### src/rtl/regfile_wb_seq.sv
// Writeback sequencer: queues 32-bit writeback requests, applies size/sign
// extension at dequeue and drives the 16-bit register file port as a low-half
// write followed by a high-half write.
module regfile_wb_seq #(
    parameter int DEPTH = 2
) (
    input  logic        clk,
    input  logic        rst_n,
    input  logic        in_valid_i,
    output logic        in_ready_o,
    input  logic [4:0]  in_rd_i,
    input  logic [31:0] in_data_i,
    input  logic [1:0]  in_size_i,
    input  logic        in_ext_i,
    input  logic        flush_i,
    output logic        write_o,
    output logic [4:0]  rd_o,
    output logic        rd_h_sel_o,
    output logic [15:0] write_data_o,
    output logic        busy_o
);
    // state  | meaning
    // S_IDLE | nothing being written; waits for a queued entry
    // S_LO   | writing low half of the FIFO head
    // S_HI   | writing high half of the FIFO head; head is popped this cycle

    localparam int PW = $clog2(DEPTH);
    localparam int CW = $clog2(DEPTH + 1);

    localparam logic [1:0] SZ_B   = 2'b00;
    localparam logic [1:0] SZ_H   = 2'b01;
    localparam logic [1:0] SZ_W   = 2'b10;
    localparam logic [1:0] SZ_BIT = 2'b11;

    typedef enum logic [1:0] {
        S_IDLE = 2'd0,
        S_LO   = 2'd1,
        S_HI   = 2'd2
    } state_t;

    typedef struct packed {
        logic [4:0]  rd;
        logic [31:0] data;
        logic [1:0]  size;
        logic        ext;
    } entry_t;

    state_t         state_q, state_d;
    logic [CW-1:0]  count_q, count_d;
    logic [PW-1:0]  wr_ptr_q, wr_ptr_d;
    logic [PW-1:0]  rd_ptr_q, rd_ptr_d;
    entry_t         fifo_q [DEPTH];
    entry_t         fifo_d [DEPTH];

    entry_t         head;
    logic           push;
    logic           pop;
    logic [15:0]    lo_half;
    logic [15:0]    hi_half;

    // Flush blocks acceptance so a flushed cycle can never enqueue.
    assign in_ready_o = (count_q < CW'(DEPTH)) && !flush_i;
    assign busy_o     = (count_q != '0);
    assign head       = fifo_q[rd_ptr_q];

    // Extension of the head entry into its two halves.
    always_comb begin
        lo_half = head.data[15:0];
        hi_half = 16'h0000;
        case (head.size)
            SZ_B: begin
                lo_half = {head.ext ? {8{head.data[7]}} : 8'h00, head.data[7:0]};
                hi_half = head.ext ? {16{head.data[7]}} : 16'h0000;
            end
            SZ_H: begin
                lo_half = head.data[15:0];
                hi_half = head.ext ? {16{head.data[15]}} : 16'h0000;
            end
            SZ_W: begin
                lo_half = head.data[15:0];
                hi_half = head.data[31:16];
            end
            SZ_BIT: begin
                lo_half = {15'b0, head.data[0]};
                hi_half = 16'h0000;
            end
            default: begin
                lo_half = 16'h0000;
                hi_half = 16'h0000;
            end
        endcase
    end

    // Next-state, FIFO pointer and occupancy update.
    always_comb begin
        push     = in_valid_i && in_ready_o && (in_rd_i != 5'd0);
        pop      = (state_q == S_HI) && !flush_i;
        state_d  = state_q;
        count_d  = count_q;
        wr_ptr_d = wr_ptr_q;
        rd_ptr_d = rd_ptr_q;
        fifo_d   = fifo_q;
        if (flush_i) begin
            state_d  = S_IDLE;
            count_d  = '0;
            wr_ptr_d = '0;
            rd_ptr_d = '0;
        end else begin
            case (state_q)
                S_IDLE:  if (count_q != '0) state_d = S_LO;
                S_LO:    state_d = S_HI;
                S_HI:    state_d = (count_q > CW'(1)) ? S_LO : S_IDLE;
                default: state_d = S_IDLE;
            endcase
            if (push) begin
                fifo_d[wr_ptr_q] = {in_rd_i, in_data_i, in_size_i, in_ext_i};
                wr_ptr_d         = wr_ptr_q + PW'(1);
            end
            if (pop) begin
                rd_ptr_d = rd_ptr_q + PW'(1);
            end
            count_d = count_q + CW'(push) - CW'(pop);
        end
    end

    // Register-file port outputs, decoded from state and FIFO head only.
    always_comb begin
        write_o      = 1'b0;
        rd_o         = 5'd0;
        rd_h_sel_o   = 1'b0;
        write_data_o = 16'h0000;
        case (state_q)
            S_LO: begin
                write_o      = !flush_i;
                rd_o         = head.rd;
                write_data_o = lo_half;
            end
            S_HI: begin
                write_o      = !flush_i;
                rd_o         = head.rd;
                rd_h_sel_o   = 1'b1;
                write_data_o = hi_half;
            end
            default: begin
                write_o = 1'b0;
            end
        endcase
    end

    // State, pointer, occupancy and FIFO storage registers.
    always_ff @(posedge clk or negedge rst_n) begin
        if (!rst_n) begin
            state_q  <= S_IDLE;
            count_q  <= '0;
            wr_ptr_q <= '0;
            rd_ptr_q <= '0;
            for (int i = 0; i < DEPTH; i++) begin
                fifo_q[i] <= '0;
            end
        end else begin
            state_q  <= state_d;
            count_q  <= count_d;
            wr_ptr_q <= wr_ptr_d;
            rd_ptr_q <= rd_ptr_d;
            fifo_q   <= fifo_d;
        end
    end

endmodule

### config.mk
export PLATFORM = sky130hd
export DESIGN_NAME = regfile_wb_seq
export DESIGN_NICKNAME = d
export VERILOG_FILES = /design/src/rtl/regfile_wb_seq.sv
export SDC_FILE = /design/constraint.sdc
export NUM_CORES = 1
export LEC_CHECK = 0
export CORE_MARGIN = 5
export CORE_UTILIZATION = 54
export CTS_BUF_LIST = sky130_fd_sc_hd__clkbuf_16
export CTS_CLUSTER_DIAMETER = 50
export DETAILED_ROUTE_END_ITERATION = 10
export PLACE_DENSITY_LB_ADDON = 0.05
export SLEW_MARGIN = 40
export SYNTH_ARGS = -nofsm -noshare
export SYNTH_HDL_FRONTEND = slang
export SYNTH_SLANG_ARGS = --single-unit
### constraint.sdc
create_clock -name clk -period 10.1 [get_ports clk]
set_input_delay 2.02 -clock clk [delete_from_list [all_inputs] [get_ports clk]]
set_output_delay 2.02 -clock clk [all_outputs]
set_load 0.01 [all_outputs]
-- After elaboration in Yosys (flattened, before gate mapping)
Cells that the tools add are included.
- flip-flop bits (word level): 86
- bits in latches: 0
- memory bits (writable): 0
- bits in read-only memories: 0
- output and inout bits: 25
- logic and storage cells: 69
- memories kept: 0
- add/subtract/negate cells: 4
- multipliers: 0
- div/mod/pow operators: 0
- $lt $le $gt $ge: 5
- equal/unequal tests: 6
- shifts and indexed selects: 0
- multiplexer cells: 24
- bitwise gates (word level): 3
- reduce and logical (&&, ||, !) cells: 15
- operators with widths (operator ; number):
    $mux 40 ; 4
    $bwmux 80 ; 1
    $pmux 16 s4 ; 1
    $pmux 16 s3 ; 1
    $demux 40 s1 ; 1
    $mux 16 ; 2
    $pmux 16 s2 ; 1
    $mux 8 ; 1
    $mux 1 ; 7
    $eq 2x2->1 const B ; 3
    $mux 2 ; 3
    $pmux 2 s3 ; 1
    $reduce_bool 2->1 ; 3
    $logic_and 1x1->1 ; 5
    $mux 5 ; 1
    $reduce_bool 5->1 ; 1
    $eq 2x1->1 const B ; 2
    $ge 2x2->1 const B ; 2
    $logic_not 2->1 ; 2
    $not 1->2 ; 2
    $reduce_or 2->1 ; 2
    $ne 3x3->1 const B ; 1
    $add 1x1->1 const B ; 2
    $add 2x1->2 ; 1
    7 further kinds ; 7

-- Depth between registers and ports, before layout
Gate-level depths: netlist of run 1.
- word-level depth: 8
- mapped depth: 11
- gate-level depth less buffers: 9

-- Worst setup path before layout of run 1
Ideal clock, no wire load.
- kind: flip-flop to output port
- start: register rd_ptr_q
- end: output write_data_o[3]
- arrival: 2696 ps
- path slack: 5384 ps
- cell stages (with the launch flop): 11
- buffers on the path: 5
- cell sequence: dfrtp_1 clkbuf_1 buf_2 buf_2 mux2i_1 ha_1 clkbuf_1 nand3b_1 clkbuf_1 a21oi_1 o22ai_1
- word-level cells in the longest chain between the ends: 8
- elaborated cells between the ends (all ways): 14
- RTL lines (element ; line ; RTL):
    start, declared ; 51 ; logic [PW-1:0] rd_ptr_q, rd_ptr_d;
    start signal, assigned ; 164 ; rd_ptr_q <= rd_ptr_d;
    $not 1->2 (implied by the code) (*) ; 64 ; assign head = fifo_q[rd_ptr_q];
    $mux 40 (implied by the code) (*) (3 in series) ; 64 ;
    $eq 2x2->1 or $eq 2x1->1 (tied branches) ; 70 ; case (head.size)
    $reduce_or 2->1 (no line) ; -- ;
    $pmux 16 s3 ; 70 ;
    $pmux 16 s2 (*) ; 132 ; case (state_q)
    end, declared ; 19 ; output logic [15:0] write_data_o,
Every way passes the cells marked *; elsewhere a longest branch is shown, timed or not. The select of a mux whose other input is x is not followed.

-- Worst setup path after layout of run 1
- start: input flush_i
- end: output in_ready_o
- word-level cells in the longest chain between the ends: 2
- RTL lines (element ; line ; RTL):
    start, declared ; 15 ; input logic flush_i,
    $logic_not 1->1 ; 62 ; assign in_ready_o = (count_q < CW'(DEPTH)) && !flush_i;
    $logic_and 1x1->1 ; 62 ;
    end, declared ; 10 ; output logic in_ready_o,
No other way between the ends.

==> results.sh, run 1 <==
export IMPL_crit_arrival_ns=3.35
export IMPL_final_setup_worst_slack_ns=4.730
export IMPL_cts_root_buffer="clkbuf_16"
export IMPL_vias=2694
export IMPL_worst_path_max_fanout=9
export IMPL_numPortBuffers=68
export IMPL_clk_pin_slew_worst_paths_ns=0.06
export IMPL_start_util_pct=55.55
export IMPL_seqCellArea_um2=2153
export IMPL_r2r_cells=9
export IMPL_numCtsBuffers=9
export IMPL_num_rows=32
export IMPL_multi_input_area_um2=1919
export IMPL_viasPerCell=5.487
export IMPL_dr_pass1_iters=4
export IMPL_postSynth_asyncResetShare_pct=100.0
export IMPL_grt_pass1_vias=2791
export IMPL_skew_ns=0.004953
export IMPL_hold_viol=0
export IMPL_syn_nets=379
export IMPL_synth_cell_types=31
export IMPL_syn_cell_area_um2=4293
export IMPL_syn_inst=325
export IMPL_clock_latency_ns=0.33
export IMPL_synth_edf_count=0
export IMPL_overflow=0
export IMPL_diodes=0
export IMPL_r2r_end="count_q[1]"
export IMPL_slew_violations=0
export IMPL_place_congestion=0.8592
export IMPL_ir_drop_mv=0.1163
export IMPL_die_width_um=99.16
export IMPL_crit_path_end="in_ready_o"
export IMPL_drc=0
export IMPL_fin_nets=438
export IMPL_grt_usage_pct=18.31
export IMPL_p_total_uw=1144
export IMPL_syn_area_per_cell_um2=13.21
export IMPL_rsz0062_at_grt="no"
export IMPL_worstSetupStartpointType="input port"
export IMPL_drv_cap=0
export IMPL_slew_headroom_pct=54.28
export IMPL_antenna_left=0
export IMPL_core_area_um2=7727
export IMPL_grt_antenna_before_repair=0
export IMPL_grt_max_degree=87
export IMPL_drt_wl_total_um=8457
export IMPL_cts_resized=0
export IMPL_fin_crit_ns=5.370
export IMPL_die_h_um=99.16
export IMPL_outcome="finished, final reports clean"
export IMPL_nFillCells=582
export IMPL_seq_area_frac_synth_pct=50.13
export IMPL_crit_start="flush_i"
export IMPL_crit_type="input port to output port"
export IMPL_cts_tree="yes"
export IMPL_r2r_slack_ns=8.17
export IMPL_hpwl_um=5648
export IMPL_htreeDepth=3
export IMPL_tns_ns=0
export IMPL_clock_path_buffers=2
export IMPL_layout_drive_gt1_share_pct=31.11
export IMPL_leakage_uw=0.002130
export IMPL_ys_ff_latch=86
export IMPL_synth_ff_type="dfrtp_1"
export IMPL_cts_hold_fix_buffers=0
export IMPL_pre_cts_ws_ns=4.707
export IMPL_min_delay_path_class="flip-flop to flip-flop"
export IMPL_cp_required_ns=8.08
export IMPL_area_growth_pct=21.74
export IMPL_rr_startpoint="state_q[0]"
export IMPL_wire_per_inst_um=17.22
export IMPL_powerDensity_nw_per_um2=218.8
export IMPL_clock_sinks=86
export IMPL_cts_setup_buffers=0
export IMPL_ios=69
export IMPL_drtIter0Drc=89
export IMPL_die_area_um2=9833
export IMPL_grt_pass1_wl_um=14240
export IMPL_crit_path_end_kind="output port"
export IMPL_fmax_ghz=0.1862
export IMPL_period_share_pct=53.17
export IMPL_tightest_slew_ns=0.6828
export IMPL_yosysWarningCount=0
export IMPL_setup_viol=0
[layout make-up]
type	count	area share, %
Clock inverter	7	1.436
Inverter	7	0.5028
Sequential cell	86	41.20
Clock buffer	9	4.309
Timing Repair Buffer	70	13.38
Multi-Input combinational cell	210	36.72
Tap cell	102	2.442
[cells in the final DEF (no fill, tap or decap), types with 7 or more instances in the layout]
cell / n
mux2_2: 98
dfrtp_1: 85
clkdlybuf4s50_1: 67
a21oi_1: 25
mux2i_1: 15
o22ai_1: 15
ha_1: 10
nor2b_1: 9
clkbuf_16: 9
inv_1: 8
nor2_1: 7
[worst min-delay path by stage]
stage	from	to	cells past startpoint
final	fifo_q[33]	fifo_q[33]	1
after global routing	fifo_q[33]	fifo_q[33]	1
after CTS	fifo_q[33]	fifo_q[33]	1
after detailed placement	fifo_q[29]	fifo_q[29]	1
after global placement	fifo_q[29]	fifo_q[29]	1
after floorplan	fifo_q[11]	fifo_q[11]	1
[logic make-up after synthesis]
family          share of synthesized area (%)
flops                                   50.13
buf+inv                                 5.392
xor+xnor                               0.8162
fa+ha+maj                               2.915
simple gates                            3.848
compound gates                          6.383
mux                                     30.52
[through the flow]
step | hold slack, ns | utilization, % | instances | area, um2
after floorplan | 0.4585 | - | 325 | 4293
after CTS | 0.4970 | 67.60 | 491 | 5224
after detailed placement | 0.4812 | 63.71 | 475 | 4923
final | 0.4919 | 67.63 | 491 | 5226
after global placement | 0.4714 | 63.63 | 475 | 4917
after global routing | 0.5084 | 67.63 | 491 | 5226
[metal layers]
layer / track usage, % / share of wire (%) / vias up
met5: 0 / 0 / -
met4: 4.412 / 0.91 / 0
met3: 4.628 / 4.4 / 9
met2: 29.60 / 49 / 55
met1: 24.90 / 46 / 1339
li1: - / - / 1291
[state kept, by name (all words and copies together) (netlist names)]
register	cells
count_q	2
state_q	2
fifo_q	80
rd_ptr_q	1
wr_ptr_q	1
[where the power goes]
group | internal (uW) | switching (uW) | total [uW]
Clock | 192 | 133 | 325
Combinational | 175 | 131 | 306
Sequential | 455 | 57.3 | 512
Total | 823 | 321 | 1140
[cells in the mapped netlist, types with 2 or more instances]
cell type,instances,area [um2]
mux2_2,98,1104
clkbuf_8,4,55.05
nand3_1,4,20.02
nor2_1,8,30.03
xnor2_1,3,26.28
o22ai_1,15,93.84
buf_6,2,22.52
dfrtp_1,86,2152
ha_1,10,125.1
buf_2,2,10.01
mux2_1,5,56.30
o211ai_1,2,15.01
inv_1,7,26.28
buf_1,4,15.01
mux2i_1,15,150.1
clkbuf_1,6,22.52
buf_12,4,80.08
a21oi_1,25,125.1
nor2b_1,9,56.30
nand2_1,5,18.77
[worst max-delay path, cell delays in order]
cell and delay, ns:
clkdlybuf4s50_1 0.56, nor2_1 0.21, clkdlybuf4s50_1 0.56
No activity file was read; power rests on OpenSTA's default activity.
==> run 2: changes to the inputs <==
==> constraint.sdc (replaced) <==
create_clock -name clk -period 5.35 [get_ports clk]
set_input_delay 1.07 -clock clk [delete_from_list [all_inputs] [get_ports clk]]
set_output_delay 1.07 -clock clk [all_outputs]
set_load 0.01 [all_outputs]
==> results.sh, run 2 (synthesis results as in run 1) <==
export IMPL_leakage_uw=0.002137
export IMPL_cp_required_ns=4.28
export IMPL_layout_commonest_cell="mux2_2"
export IMPL_largest_reg_flops=80
export IMPL_slew_headroom_pct=57.26
export IMPL_diodes=0
export IMPL_numPortBuffers=68
export IMPL_die_area_um2=9833
export IMPL_antenna_left=0
export IMPL_fmax_ghz=0.2364
export IMPL_r2r_slack_ns=3.10
export IMPL_r2r_cells=5
export IMPL_crit_start="rd_ptr_q"
export IMPL_reg_largest_list="fifo_q: 80 flops, count_q: 2 flops, state_q: 2 flops"
export IMPL_powerDensity_nw_per_um2=420.7
export IMPL_hpwl_um=5989
export IMPL_area_growth_pct=22.21
export IMPL_mostFrequentLayoutCells="mux2_2, dfrtp_1, clkdlybuf4s50_1"
export IMPL_ios=69
export IMPL_dr_pass1_iters=4
export IMPL_crit_path_end="write_data_o[10]"
export IMPL_wire_per_inst_um=17.78
export IMPL_critical_path_cell_chain="mux2i_1 > ha_1 > o211ai_1 > nand3_1 > o22ai_1 > clkdlybuf4s50_1"
export IMPL_htreeDepth=3
export IMPL_grt_antenna_before_repair=0
export IMPL_hold_viol=0
export IMPL_min_delay_path_class="flip-flop to flip-flop"
export IMPL_fin_nets=439
export IMPL_crit_arrival_ns=3.16
export IMPL_drtIter0Drc=98
export IMPL_outcome="finished, final reports clean"
export IMPL_cts_tree="yes"
export IMPL_start_util_pct=55.55
export IMPL_max_stage_delay_ns=0.59
export IMPL_grt_usage_pct=18.72
export IMPL_slowest_stage="dfrtp_2"
export IMPL_place_congestion=0.7678
export IMPL_cts_resized=0
export IMPL_skew_ns=0.005877
export IMPL_core_area_um2=7727
export IMPL_vias=2735
export IMPL_drv_cap=0
export IMPL_nFillCells=600
export IMPL_holdWs_ns=0.4944
export IMPL_crit_path_end_kind="output port"
export IMPL_drc=0
export IMPL_fin_crit_ns=4.230
export IMPL_period_share_pct=79.07
export IMPL_path_buf_inv=1
export IMPL_worstSetupStartpointType="flip-flop"
export IMPL_clock_path_buffers=2
export IMPL_clock_latency_ns=0.32
export IMPL_die_width_um=99.16
export IMPL_tns_ns=0
export IMPL_path_depth=6
export IMPL_overflow=0
export IMPL_grt_pass1_vias=2909
export IMPL_tightest_slew_ns=0.6383
export IMPL_clk_pin_slew_worst_paths_ns=0.06
export IMPL_die_h_um=99.16
export IMPL_cts_hold_fix_buffers=0
export IMPL_grt_pass1_wl_um=14780
export IMPL_num_rows=32
export IMPL_largest_register="fifo_q"
export IMPL_crit_type="flip-flop to output port"
export IMPL_viasPerCell=5.559
export IMPL_r2r_end="fifo_q[43]"
export IMPL_layout_drive_gt1_share_pct=31.03
export IMPL_ir_drop_mv=0.2011
export IMPL_cp_top_family="flip-flops"
export IMPL_numCtsBuffers=9
export IMPL_rsz0062_at_grt="no"
export IMPL_cts_setup_buffers=0
export IMPL_rr_startpoint="count_q[1]"
export IMPL_cts_root_buffer="clkbuf_16"
export IMPL_slew_violations=0
export IMPL_drt_wl_total_um=8746
export IMPL_worst_path_max_fanout=16
export IMPL_setup_viol=0
export IMPL_grt_max_degree=61
export IMPL_clock_sinks=86
[run 2: cell count changes in the layout (fill, tap and decap cells not counted)]
cell        change
clkinvlp_4      +1
bufinv_16       +1
buf_4           +1
buf_6           +1
clkinv_4        -2
clkbuf_8        -1
clkinv_1        +1
inv_6           -1
[run 2: layout make-up]
cell class | instances | area, um2 | share of cell area, %
well taps | 102 | 127.6 | 2.433
inverters | 7 | 26.28 | 0.5008
multi-input cells | 210 | 1919 | 36.58
flip-flops and latches | 86 | 2153 | 41.04
clock inverters | 7 | 90.09 | 1.717
clock buffers | 9 | 225.2 | 4.293
repair buffers | 71 | 704.4 | 13.43
[run 2: worst min-delay path by stage]
stage	from	endpoint	slack [ns]	depth (start not counted)
floorplan	fifo_q[11]	fifo_q[11]	0.46	1
global placement	fifo_q[3]	fifo_q[3]	0.47	1
detailed placement	fifo_q[11]	fifo_q[11]	0.48	1
CTS	fifo_q[11]	fifo_q[11]	0.50	1
global route	fifo_q[78]	fifo_q[78]	0.51	1
finish	fifo_q[11]	fifo_q[11]	0.49	1
[run 2: routing by layer]
metal  GRT usage (%)  wire length (um)  up-vias
met5               0                 0        -
met4           4.727                53        0
met3           3.647               297        4
met2           30.89              4244       55
met1           25.55              4150     1378
li1                -                 -     1298
[run 2: per-stage QoR]
step | std cells | instance area (um2) | setup slack, ns | power, uW | util (%)
2_1_floorplan | 325 | 4293 | 1.584 | 1380 | -
3_3_place_gp | 476 | 4925 | 1.513 | 1540 | 63.73
3_5_place_dp | 476 | 4927 | 1.447 | 1563 | 63.76
4_1_cts | 492 | 5243 | 1.089 | 2224 | 67.84
5_1_grt | 492 | 5246 | 0.8692 | 2333 | 67.89
6_report | 492 | 5246 | 1.120 | 2207 | 67.89
[run 2: where the power goes]
part	switching, uW	total [uW]	internal (uW)
logic	249	581	332
registers	111	970	859
clock network	250	656	406
